<file path="config.mk">
export PLATFORM = sky130hd
export DESIGN_NAME = spm_pipe_mult
export DESIGN_NICKNAME = d
export VERILOG_FILES = /design/src/rtl/spm_pipe_mult.sv
export SDC_FILE = /design/constraint.sdc
export NUM_CORES = 1
export LEC_CHECK = 0
export ABC_AREA = 1
export CAP_MARGIN = 40
export CORE_MARGIN = 2
export CORE_UTILIZATION = 45
export CTS_CLUSTER_DIAMETER = 200
export DETAILED_ROUTE_END_ITERATION = 6
export DONT_BUFFER_PORTS = 1
export PLACE_DENSITY = 0.58
export REMOVE_ABC_BUFFERS = 1
export SYNTH_ARGS = -nofsm -noshare
export SYNTH_HDL_FRONTEND = slang
export SYNTH_SLANG_ARGS = --single-unit
</file>
<file path="constraint.sdc">
create_clock -name clk -period 1.98 [get_ports clk]
set_input_delay 0.396 -clock clk [delete_from_list [all_inputs] [get_ports clk]]
set_output_delay 0.396 -clock clk [all_outputs]
set_load 0.01 [all_outputs]
</file>
<file path="src/rtl/spm_pipe_mult.sv">
// Serial-parallel unsigned multiplier: x held in parallel, y shifted in LSB first
// through a WIDTH-cell carry-save chain. Optional SPM_SERIAL_OUT_EN exposes the raw product bit stream.
module spm_pipe_mult #(
  parameter  int WIDTH = 8,
  localparam int CNT_W = $clog2(2*WIDTH+1)
) (
  input  logic               clk,
  input  logic               rst,
  input  logic               in_valid,
  output logic               in_ready,
  input  logic [WIDTH-1:0]   in_x,
  input  logic [WIDTH-1:0]   in_y,
  output logic               out_valid,
  input  logic               out_ready,
  output logic [2*WIDTH-1:0] out_p,
  output logic               busy
`ifdef SPM_SERIAL_OUT_EN
  ,
  output logic               p_bit,
  output logic               p_bit_valid
`endif
);

  typedef enum logic [1:0] {IDLE, RUN, DONE} state_t;

  localparam logic [CNT_W-1:0] CNT_HALF = CNT_W'(WIDTH);
  localparam logic [CNT_W-1:0] CNT_LAST = CNT_W'(2*WIDTH-1);
  localparam logic [CNT_W-1:0] CNT_ONE  = CNT_W'(1);

  state_t               state_reg, state_next;
  logic [WIDTH-1:0]     x_reg, y_sh_reg;
  logic [WIDTH-1:0]     sum_reg, carry_reg, sum_next, carry_next;
  logic [2*WIDTH-2:0]   acc_reg;
  logic [2*WIDTH-1:0]   out_p_reg;
  logic [CNT_W-1:0]     cnt_reg;
  logic                 ybit, accept, last_step;

  assign in_ready  = (state_reg == IDLE);
  assign out_valid = (state_reg == DONE);
  assign busy      = (state_reg != IDLE);
  assign out_p     = out_p_reg;
  assign accept    = in_valid && in_ready;
  assign last_step = (state_reg == RUN) && (cnt_reg == CNT_LAST);
  assign ybit      = (cnt_reg < CNT_HALF) ? y_sh_reg[0] : 1'b0;

  // Each cell adds its partial-product bit to the sum shifted down from its upper neighbour.
  for (genvar gi = 0; gi < WIDTH; gi++) begin : g_csa
    logic a_bit, b_bit;
    assign a_bit = x_reg[gi] & ybit;
    if (gi == WIDTH-1) begin : g_top
      assign b_bit = 1'b0;
    end else begin : g_mid
      assign b_bit = sum_reg[gi+1];
    end
    assign {carry_next[gi], sum_next[gi]} = {1'b0, a_bit} + {1'b0, b_bit} + {1'b0, carry_reg[gi]};
  end

  always_ff @(posedge clk) begin
    if (rst) state_reg <= IDLE;
    else     state_reg <= state_next;
  end

  always_comb begin
    state_next = state_reg;
    case (state_reg)
      IDLE:    if (accept)    state_next = RUN;
      RUN:     if (last_step) state_next = DONE;
      DONE:    if (out_ready) state_next = IDLE;
      default: state_next = IDLE;
    endcase
  end

  // acc_reg holds the 2W-1 earliest product bits; the last bit joins them straight into out_p.
  always_ff @(posedge clk) begin
    if (rst) begin
      x_reg     <= '0;
      y_sh_reg  <= '0;
      sum_reg   <= '0;
      carry_reg <= '0;
      acc_reg   <= '0;
      out_p_reg <= '0;
      cnt_reg   <= '0;
    end else if (state_reg == IDLE) begin
      if (accept) begin
        x_reg     <= in_x;
        y_sh_reg  <= in_y;
        sum_reg   <= '0;
        carry_reg <= '0;
        acc_reg   <= '0;
        cnt_reg   <= '0;
      end
    end else if (state_reg == RUN) begin
      sum_reg   <= sum_next;
      carry_reg <= carry_next;
      y_sh_reg  <= y_sh_reg >> 1;
      acc_reg   <= {sum_next[0], acc_reg[2*WIDTH-2:1]};
      cnt_reg   <= cnt_reg + CNT_ONE;
      if (last_step) out_p_reg <= {sum_next[0], acc_reg};
    end
  end

`ifdef SPM_SERIAL_OUT_EN
  logic p_bit_reg, p_bit_valid_reg;
  always_ff @(posedge clk) begin
    if (rst) begin
      p_bit_reg       <= 1'b0;
      p_bit_valid_reg <= 1'b0;
    end else begin
      p_bit_reg       <= (state_reg == RUN) ? sum_next[0] : 1'b0;
      p_bit_valid_reg <= (state_reg == RUN);
    end
  end
  assign p_bit       = p_bit_reg;
  assign p_bit_valid = p_bit_valid_reg;
`endif

`ifndef SYNTHESIS
  a_carry_drained: assert property (@(posedge clk) disable iff (rst)
    (state_reg == DONE) |-> (carry_reg == '0));
`endif

endmodule

</file>
# Yosys cells after proc, flatten, opt, wreduce, memory -nomap -nowiden
# Index checks and enable logic that the tools add are counted.
# op_classes
add_sub_neg	16
eq_ne	6
bitwise	9
n_reduce_logical	9
magnitude_cmp	1
n_mux	19
# ops
cell	count
$mux W8	8
$mux W15	3
$add A1 B1 Y2	8
$mux W5	3
$add A2 B1 Y2	7
$and A1 B1 Y1	8
$mux W2	3
$pmux W2 S3	1
$reduce_and A3 Y1	2
$add A5 B1 Y5 const B	1
$eq A5 B4 Y1 const B	1
$lt A5 B4 Y1 const B	1
$ne A2 B1 Y1 const B	2
$reduce_and A2 Y1	2
$reduce_bool A2 Y1	2
$eq A2 B1 Y1 const B	1
$eq A2 B2 Y1 const B	1
$logic_and A1 B1 Y1	2
$logic_not A2 Y1	1
$ne A2 B2 Y1 const B	1
$mux W1	1
$not A1 Y1	1
# word_totals
regBits	70
wordCells	68
out_inout_bits	19
inputBits	20

# Longest topological paths before layout
# Gate-level depths: netlist of the first run.
# logic_depth
word_depth	7
ltp_mapped	10
mapped_depth_nobuf	9

# Worst setup path after synthesis of the first run
# OpenSTA, ideal clock, no wires.
# synth_path
kind	flip-flop to flip-flop
startpoint	register cnt_reg[3]
endpoint	register sum_reg[0]
path_buffers	0
synth_period_minus_slack_ps	1581
t_required_ps	1910
t_arrival_ps	1511
setup_time_ps	70
slack_ps	399
path_stages_with_launch	8
path_cell_list	dfxtp_1 inv_1 nand3_1 inv_1 nand2_1 fa_1 or2_2 a21oi_1
# synth_via
elab_chain_len	7
# synth_lines
element	line_no	source
start, declared	35	logic [CNT_W-1:0] cnt_reg;
start signal, assigned	97	cnt_reg <= cnt_reg + CNT_ONE;
$lt A5 B4 Y1	44	assign ybit = (cnt_reg < CNT_HALF) ? y_sh_reg[0] : 1'b0;
$mux W1	44	
$and A1 B1 Y1	49	assign a_bit = x_reg[gi] & ybit;
$add A1 B1 Y2	55	assign {carry_next[gi], sum_next[gi]} = {1'b0, a_bit} + {1'b0, b_bit} + {1'b0, carry_reg[gi]};
$add A2 B1 Y2	55	
$mux W8	92	end else if (state_reg == RUN) begin
$mux W8	83	end else if (state_reg == IDLE) begin
end signal, assigned	93	sum_reg <= sum_next;
end, declared	32	logic [WIDTH-1:0] sum_reg, carry_reg, sum_next, carry_next;
# Every way passes these cells. The select of a mux whose other input is x is not followed.
# A chain may end at the register's enable or synchronous reset.

# Worst setup path after layout of the first run
# layout_path
startpoint	register state_reg[0]
endpoint	output port busy
# layout_via
elab_chain_len	1
# layout_lines
element	line_no	source
start, declared	30	state_t state_reg, state_next;
start signal, assigned	60	else state_reg <= state_next;
$reduce_bool A2 Y1	40	assign busy = (state_reg != IDLE);
end, declared	16	output logic busy
# Every way passes these cells.

==> results.yml, run 1 <==
route:
  routedWlPerCell_um: 10.9
  dr.pass1.iters: 4
  first_iter_violations: 106
  ant_nets: 0
  via_per_inst: 4.59
  drc: 0
  wirelength_um: 5540
  vias: 2342
clocking:
  cts-root-buf: "clkbuf_8"
  worstSkewPairLatency_ns: 0.35
  clkTransAtPathRegs_ns: 0.07
  htree_levels: 3
  clockBufferDepth: 2
  cts_tree: "done"
  cts_resized: 0
  cts_buffers: 9
  post_cts_buffers: 0
  holdBufCountCts: 0
  numClockSinks: 69
run_status:
  status: "finished clean"
yosys:
  synth-edff-count: 0
  yosys-top-cells-area: "dfxtp_1 (46%), nand2_1 (19%), inv_1 (7.3%)"
  yosysMostFrequentCell: "nand2_1"
  syn_area_per_cell_um2: 6.95
  synth_cells: 430
  synth_top_area_share_pct: 46.2
  synth_top_cell_by_area: "dfxtp_1"
  synth.distinct_cells: 19
  ys_top_cells_by_count: "nand2_1 (155), dfxtp_1 (69), inv_1 (58), nor2_1 (56), a21oi_1 (37)"
  ys_seq_area_share_pct: 46.2
  synth_area_um2: 2990
  synth_flop_cell: "dfxtp_1"
  ys.warnings.count: 0
  ys_ff_latch: 69
  postSynth.asyncResetShare_pct: 0
global_route:
  grt_pass1_wl_um: 10200
  track_usage_pct: 17.6
  grt_pass1_vias: 2280
  antenna_found_initial: 0
  grt_max_degree: 52
  gr-total-overflow: 0
placed_design:
  placed_cell_area_um2: 3060
  numPortBuffers: 0
  dpl.hpwl_um: 3560
  place_ws_ns: 0.392
  gp_congestion: 0.763
  dp.cells: 494
pwr:
  p_int_mw: 2.44
  p_sw_mw: 0.676
  ir_drop_mv: 0.459
  p_clk_share_pct: 47.9
  swShare_pct: 21.7
  p_leak_nw: 1.35
  power_density_nw_per_um2: 939
  p_comb_share_pct: 5.8
  seqPwrFrac_pct: 46.3
  total_power_mw: 3.12
setup_path:
  critPathKind: "flop to output pin"
  endpoint_kind: "output pin"
  crit_required_ns: 1.58
  worstPathMaxFanout: 8
  critical_path.startpoint_type: "flop"
  crit_arrival_ns: 1.19
layout:
  utilization_pct: 52.0
  nets: 458
  largest_reg_flops: 16
  n_antenna_cell: 0
  final_area_um2: 3320
  stdcell_count: 510
  area_delta_synth_final_pct: 11.1
  drive_above_1_share_pct: 7.62
timing:
  rsz0062_at_grt: "no"
  maxSlewHeadroom_pct: 65.2
  tns_ns: 0
  hold_ws_ns: 0.112
  period_share_pct: 79.9
  finalHoldViolCount: 0
  finalWorstSetupSlack_ns: 0.398
  maxSlewViolCount: 0
  tightest_slew_ns: 0.522
  period_needed_ns: 1.58
  fin_skew_ns: 0.00840
  final-setup-viol-count: 0
  max_freq_mhz: 632
floorplan:
  dieArea_um2: 7310
  io_pins: 39
  die_x_um: 85.5
  core_region_area_um2: 6390
  start_util_pct: 46.8
  dieHeight_um: 85.5
  fp-row-count: 29
flow_run:
  cap_violations: 0
min_path:
  min_path_type: "primary input to flop"
==> critical path: stages, from the launching register on <==
cell	delay, ns
dfxtp_1	0.47
inv_2	0.09
nand2_1	0.29
==> per-layer routing <==
metal	wire length, µm	GRT usage [%]	vias to the layer above
met5	0	0	-
met4	106	7.79	0
met3	233	5.00	9
met2	2460	28.1	33
met1	2740	22.3	1029
li1	-	-	1271
==> power by group through the flow <==
stage / combinational, mW / sequential, mW / clock, mW
2_1_floorplan: 0.131 / 1.47 / 0
3_3_place_gp: 0.181 / 1.47 / 0
3_5_place_dp: 0.183 / 1.48 / 0
4_1_cts: 0.184 / 1.44 / 1.53
5_1_grt: 0.218 / 1.45 / 1.60
6_report: 0.181 / 1.44 / 1.49
==> area by class of cell <==
cell class	count	area [µm²]
inverters	60	225
well taps	77	96.3
clock inverters	7	138
fillers	658	3060
clock buffers	9	124
repair buffers	5	50.0
flip-flops and latches	69	1380
multi-input cells	283	1310
==> worst paths after layout <==
path / start / end / slack (ns) / cells past startpoint
setup / recovery: state_reg[0] / busy / 0.40 / 2
hold / removal: rst / carry_reg[3] / 0.11 / 1
setup reg to reg: cnt_reg[0] / out_p[9] / 0.40 / 10
hold reg to reg: y_sh_reg[7] / y_sh_reg[7] / 0.46 / 2
==> logic make-up (layout without fill, tap and decap cells) <==
logic type,Yosys count,count (layout),synth area share (%)
AOI/OAI and AO/OA,49,49,8.33
adders and majority gates,10,10,5.94
buffers and inverters,78,81,10.3
DFF,69,69,46.2
and+or+nand+nor,224,224,29.2
==> placed cells by master (no fill, tap or decap) <==
cell type / count
a21oi_1: 37
buf_12: 1
buf_4: 4
bufinv_16: 4
clkbuf_8: 9
clkinv_2: 2
clkinvlp_4: 1
dfxtp_1: 69
fa_1: 7
ha_1: 3
inv_1: 58
inv_2: 2
nand2_1: 155
nand2_2: 1
nand3_1: 3
nor2_1: 56
nor2_2: 2
nor2_4: 1
nor3_1: 1
o21ai_0: 11
o21ai_4: 1
or2_2: 5
(Power assumes the default switching activity.)
==> run 2, diff against run 1 <==
- clock period: 1.98 -> 1.5 ns (I/O delays scaled with it)
==> results.yml, run 2 (synthesis gave the netlist of run 1 again) <==
layout:
  largest_reg_flops: 16
  final_common_cell: "nand2_1"
  area_delta_synth_final_pct: 17.0
  drive_above_1_share_pct: 18.1
  nets: 473
  final_cell_mix: "nand2_1 (142), dfxtp_1 (64), inv_1 (52)"
  utilization_pct: 54.8
  n_antenna_cell: 0
setup_path:
  critPathKind: "flop to flop"
  critical_path.startpoint_type: "flop"
  crit_required_ns: 1.74
  endpoint_kind: "flop"
  crit_arrival_ns: 1.76
  worstPathMaxFanout: 7
timing:
  period_needed_ns: 1.51
  final-setup-viol-count: 5
  fin_skew_ns: 0.0112
  maxSlewViolCount: 0
  period_share_pct: 101
  tightest_slew_ns: 0.661
  max_freq_mhz: 660
  rsz0062_at_grt: "yes"
  maxSlewHeadroom_pct: 55.7
  finalHoldViolCount: 0
  finalWorstSetupSlack_ns: -0.0142
pwr:
  p_leak_nw: 1.40
  p_int_mw: 2.60
  power_density_nw_per_um2: 995
  seqPwrFrac_pct: 54.8
  p_sw_mw: 0.882
  p_comb_share_pct: 8.5
  ir_drop_mv: 0.755
  swShare_pct: 25.3
  p_clk_share_pct: 36.7
floorplan:
  dieArea_um2: 7310
  core_region_area_um2: 6390
  dieHeight_um: 85.5
  die_x_um: 85.5
  fp-row-count: 29
  io_pins: 39
  start_util_pct: 46.8
min_path:
  min_path_type: "primary input to flop"
clocking:
  worstSkewPairLatency_ns: 0.34
  cts_buffers: 9
  numClockSinks: 69
  cts-root-buf: "clkbuf_8"
  clockBufferDepth: 2
  clkTransAtPathRegs_ns: 0.07
  htree_levels: 3
  cts_tree: "done"
global_route:
  grt_pass1_vias: 2383
  track_usage_pct: 17.5
  gr-total-overflow: 0
  grt_max_degree: 52
  antenna_found_initial: 0
  grt_pass1_wl_um: 10400
route:
  first_iter_violations: 111
  routedWlPerCell_um: 10.8
  vias: 2391
  wirelength_um: 5650
  ant_nets: 0
  via_per_inst: 4.55
  drc: 0
  dr.pass1.iters: 4
placed_design:
  gp_congestion: 0.771
  numPortBuffers: 0
  dpl.hpwl_um: 3610
  place_ws_ns: -0.0726
flow_run:
  cap_violations: 0
run_status:
  status: "finished with violations"
  violations: "setup timing"
run 2: changes by cell type in the layout (fill, tap and decap cells not counted), moves of 6 or more:
cell,before,now
buf_4,4,14
inv_1,58,52
inv_2,2,8
nand2_1,155,142
nand2_2,1,13
nor2_1,56,50
run 2: repair_timing:
| item | in CTS | in global routing |
|---|---|---|
| setup buffers | 1 | 2 |
| pin swaps | 2 | 17 |
| gates cloned | 0 | 1 |
| hold buffers | 0 | 1 |
| endpoints found under the hold margin | 0 | 4 |
| resized for setup | 11 | 34 |
| endpoints found under the setup margin | 18 | 29 |
run 2: path summary, 6_finish.rpt:
check                       to  startpoint  depth (start not counted)  slack (ns)
setup / recovery      out_p[5]  cnt_reg[1]                         10       -0.01
hold / removal    carry_reg[3]         rst                          1        0.02
setup reg to reg      out_p[5]  cnt_reg[1]                         10       -0.01
hold reg to reg     acc_reg[0]  acc_reg[0]                          2        0.46
run 2: worst max-delay path, stage by stage (launching register included):
cell	delay, ns
dfxtp_2	0.36
ha_4	0.14
inv_2	0.03
nor3_2	0.16
ha_2	0.21
inv_2	0.05
nor2_4	0.15
clkbuf_16	0.18
nand2_1	0.05
nand2_1	0.05
nor2_1	0.03
run 2: area by class of cell:
type | count | area (µm²)
fillers | 661 | 2890
multi-input cells | 283 | 1420
flip-flops and latches | 69 | 1390
inverters | 60 | 225
repair buffers | 20 | 211
clock buffers | 13 | 139
well taps | 77 | 96.3
clock inverters | 3 | 22.5
run 2: metrics by stage:
stage	instance area (µm²)	TNS, ns	hold WS, ns	cells	power (mW)
after floorplan	2910	-6.27	0.369	412	2.11
after global placement	3160	-0.0876	0.377	504	2.21
after detailed placement	3160	-0.293	0.378	504	2.22
after CTS	3350	-0.0289	0.00905	521	3.52
after global routing	3500	-1.25	0.00378	525	3.68
final	3500	-0.0322	0.0223	525	3.48
run 2: routing by layer:
layer	vias to the layer above	wire length, µm	track usage [%]
met2	46	2550	28.3
met1	1037	2770	22.3
li1	1302	-	-
met4	0	59	5.92
met3	6	274	5.49
met5	-	0	0
run 2: power groups by stage:
stage / Combinational, mW / Sequential (mW) / Clock, mW
detailed placement: 0.272 / 1.94 / 0
CTS: 0.278 / 1.90 / 1.34
global placement: 0.269 / 1.94 / 0
finish: 0.297 / 1.91 / 1.28
global route: 0.346 / 1.91 / 1.42
floorplan: 0.173 / 1.94 / 0
==> run 3, diff against run 2 <==
- CELL_PAD_IN_SITES_DETAIL_PLACEMENT: unset -> 0
- CELL_PAD_IN_SITES_GLOBAL_PLACEMENT: unset -> 1
- PLACE_DENSITY: 0.58 -> 0.77
==> results.yml, run 3 (synthesis gave the netlist of run 1 again) <==
route:
  routedWlPerCell_um: 10.8
  first_iter_violations: 49
  dr.pass1.iters: 4
  wirelength_um: 5600
  drc: 0
  ant_nets: 0
  vias: 2345
  via_per_inst: 4.52
setup_path:
  slowest_stage: "fa_1"
  endpoint_kind: "flop"
  crit_required_ns: 1.77
  cp_num_buf_inv: 2
  slowest_delay_ns: 0.46
  worstPathMaxFanout: 2
  cp_common_cell: "inv_2"
  cp_top_family: "adder cells"
  crit_arrival_ns: 1.78
  crit_chain: "inv_2 -> nand3_2 -> inv_2 -> nand2_2 -> fa_1 -> or2_4 -> a21oi_2"
  critPathKind: "flop to flop"
  critical_path.startpoint_type: "flop"
placed_design:
  numPortBuffers: 0
  placed_cell_area_um2: 3140
  place_ws_ns: -0.0446
  gp_congestion: 0.727
  dpl.hpwl_um: 3510
  dp.cells: 502
clocking:
  clkTransAtPathRegs_ns: 0.07
  htree_levels: 3
  cts_tree: "done"
  worstSkewPairLatency_ns: 0.34
  cts-root-buf: "clkbuf_8"
  clockBufferDepth: 2
  numClockSinks: 69
  cts_buffers: 9
timing:
  tightest_slew_ns: 0.525
  finalHoldViolCount: 0
  period_share_pct: 101
  final-setup-viol-count: 2
  maxSlewViolCount: 0
  tns_ns: -0.00917
  hold_ws_ns: 0.0265
  maxSlewHeadroom_pct: 65.0
  rsz0062_at_grt: "yes"
  fin_skew_ns: 0.00637
  max_freq_mhz: 663
  finalWorstSetupSlack_ns: -0.00849
  period_needed_ns: 1.51
pwr:
  p_leak_nw: 1.38
  ir_drop_mv: 0.593
  total_power_mw: 3.63
  power_density_nw_per_um2: 1050
floorplan:
  die_x_um: 85.5
  dieHeight_um: 85.5
  io_pins: 39
  core_region_area_um2: 6390
  start_util_pct: 46.8
  fp-row-count: 29
  dieArea_um2: 7310
layout:
  nets: 469
  n_antenna_cell: 0
  drive_above_1_share_pct: 15.2
  stdcell_count: 519
  utilization_pct: 54.2
  multi_input_area_um2: 1390
  final_area_um2: 3460
  area_delta_synth_final_pct: 15.6
  final_common_cell: "nand2_1"
  largest_reg_flops: 16
  final_cell_mix: "nand2_1 (149), dfxtp_1 (65), inv_1 (53)"
  seqCellArea_um2: 1390
  nFillCells: 692
global_route:
  antenna_found_initial: 0
  grt_pass1_wl_um: 9690
  grt_max_degree: 52
  track_usage_pct: 16.7
  gr-total-overflow: 0
  grt_pass1_vias: 2217
min_path:
  min_path_type: "primary input to flop"
run_status:
  status: "finished with violations"
  violations: "setup timing"
flow_run:
  cap_violations: 0
## run 3: cell count changes in the layout (fill, tap and decap cells not counted), sizes merged
cell / delta
bufinv: +1
clkinv: -2
buf: -4
clkbuf: -1
## run 3: worst register-to-register path, cell delays in order (launching register included)
cell and delay (ns):
dfxtp_2 0.33, inv_2 0.06, nand3_2 0.08, inv_2 0.08, nand2_2 0.06, fa_1 0.46, or2_4 0.27, a21oi_2 0.11
## run 3: metal layers
metal / global-route usage (%) / up-vias / wire (µm)
met2: 26.9 / 33 / 2510
li1: - / 1292 / -
met1: 20.9 / 1011 / 2790
met3: 4.23 / 9 / 194
met5: 0 / - / 0
met4: 8.23 / 0 / 105
## run 3: layout make-up
cell class,instances,share of cell area (%)
multi-input combinational,283,40.3
sequential,69,40.1
inverter,60,6.51
timing repair buffer,16,5.14
clock buffer,12,4.20
tap,77,2.79
clock inverter,2,1.01
## run 3: what timing repair did
item | 4_1_cts | 5_1_grt
buffers inserted | 0 | 1
gates cloned | 0 | 1
setup endpoints to repair | 18 | 27
hold buffers | 0 | 1
pin swaps | 0 | 19
resized for setup | 7 | 27
hold endpoints to repair | 0 | 1
## run 3: report_power, final
part	internal [mW]	switching [mW]
clock network	0.794	0.655
registers	1.88	0.0287
logic	0.102	0.173
total	2.78	0.856
## run 3: final timing paths
check        slack (ns)  depth (start not counted)      endpoint       start
min reg2reg        0.46                          2    acc_reg[0]  acc_reg[0]
min                0.03                          1  carry_reg[3]         rst
max              -0.008                          7    sum_reg[0]  cnt_reg[4]
max reg2reg      -0.008                          7    sum_reg[0]  cnt_reg[4]
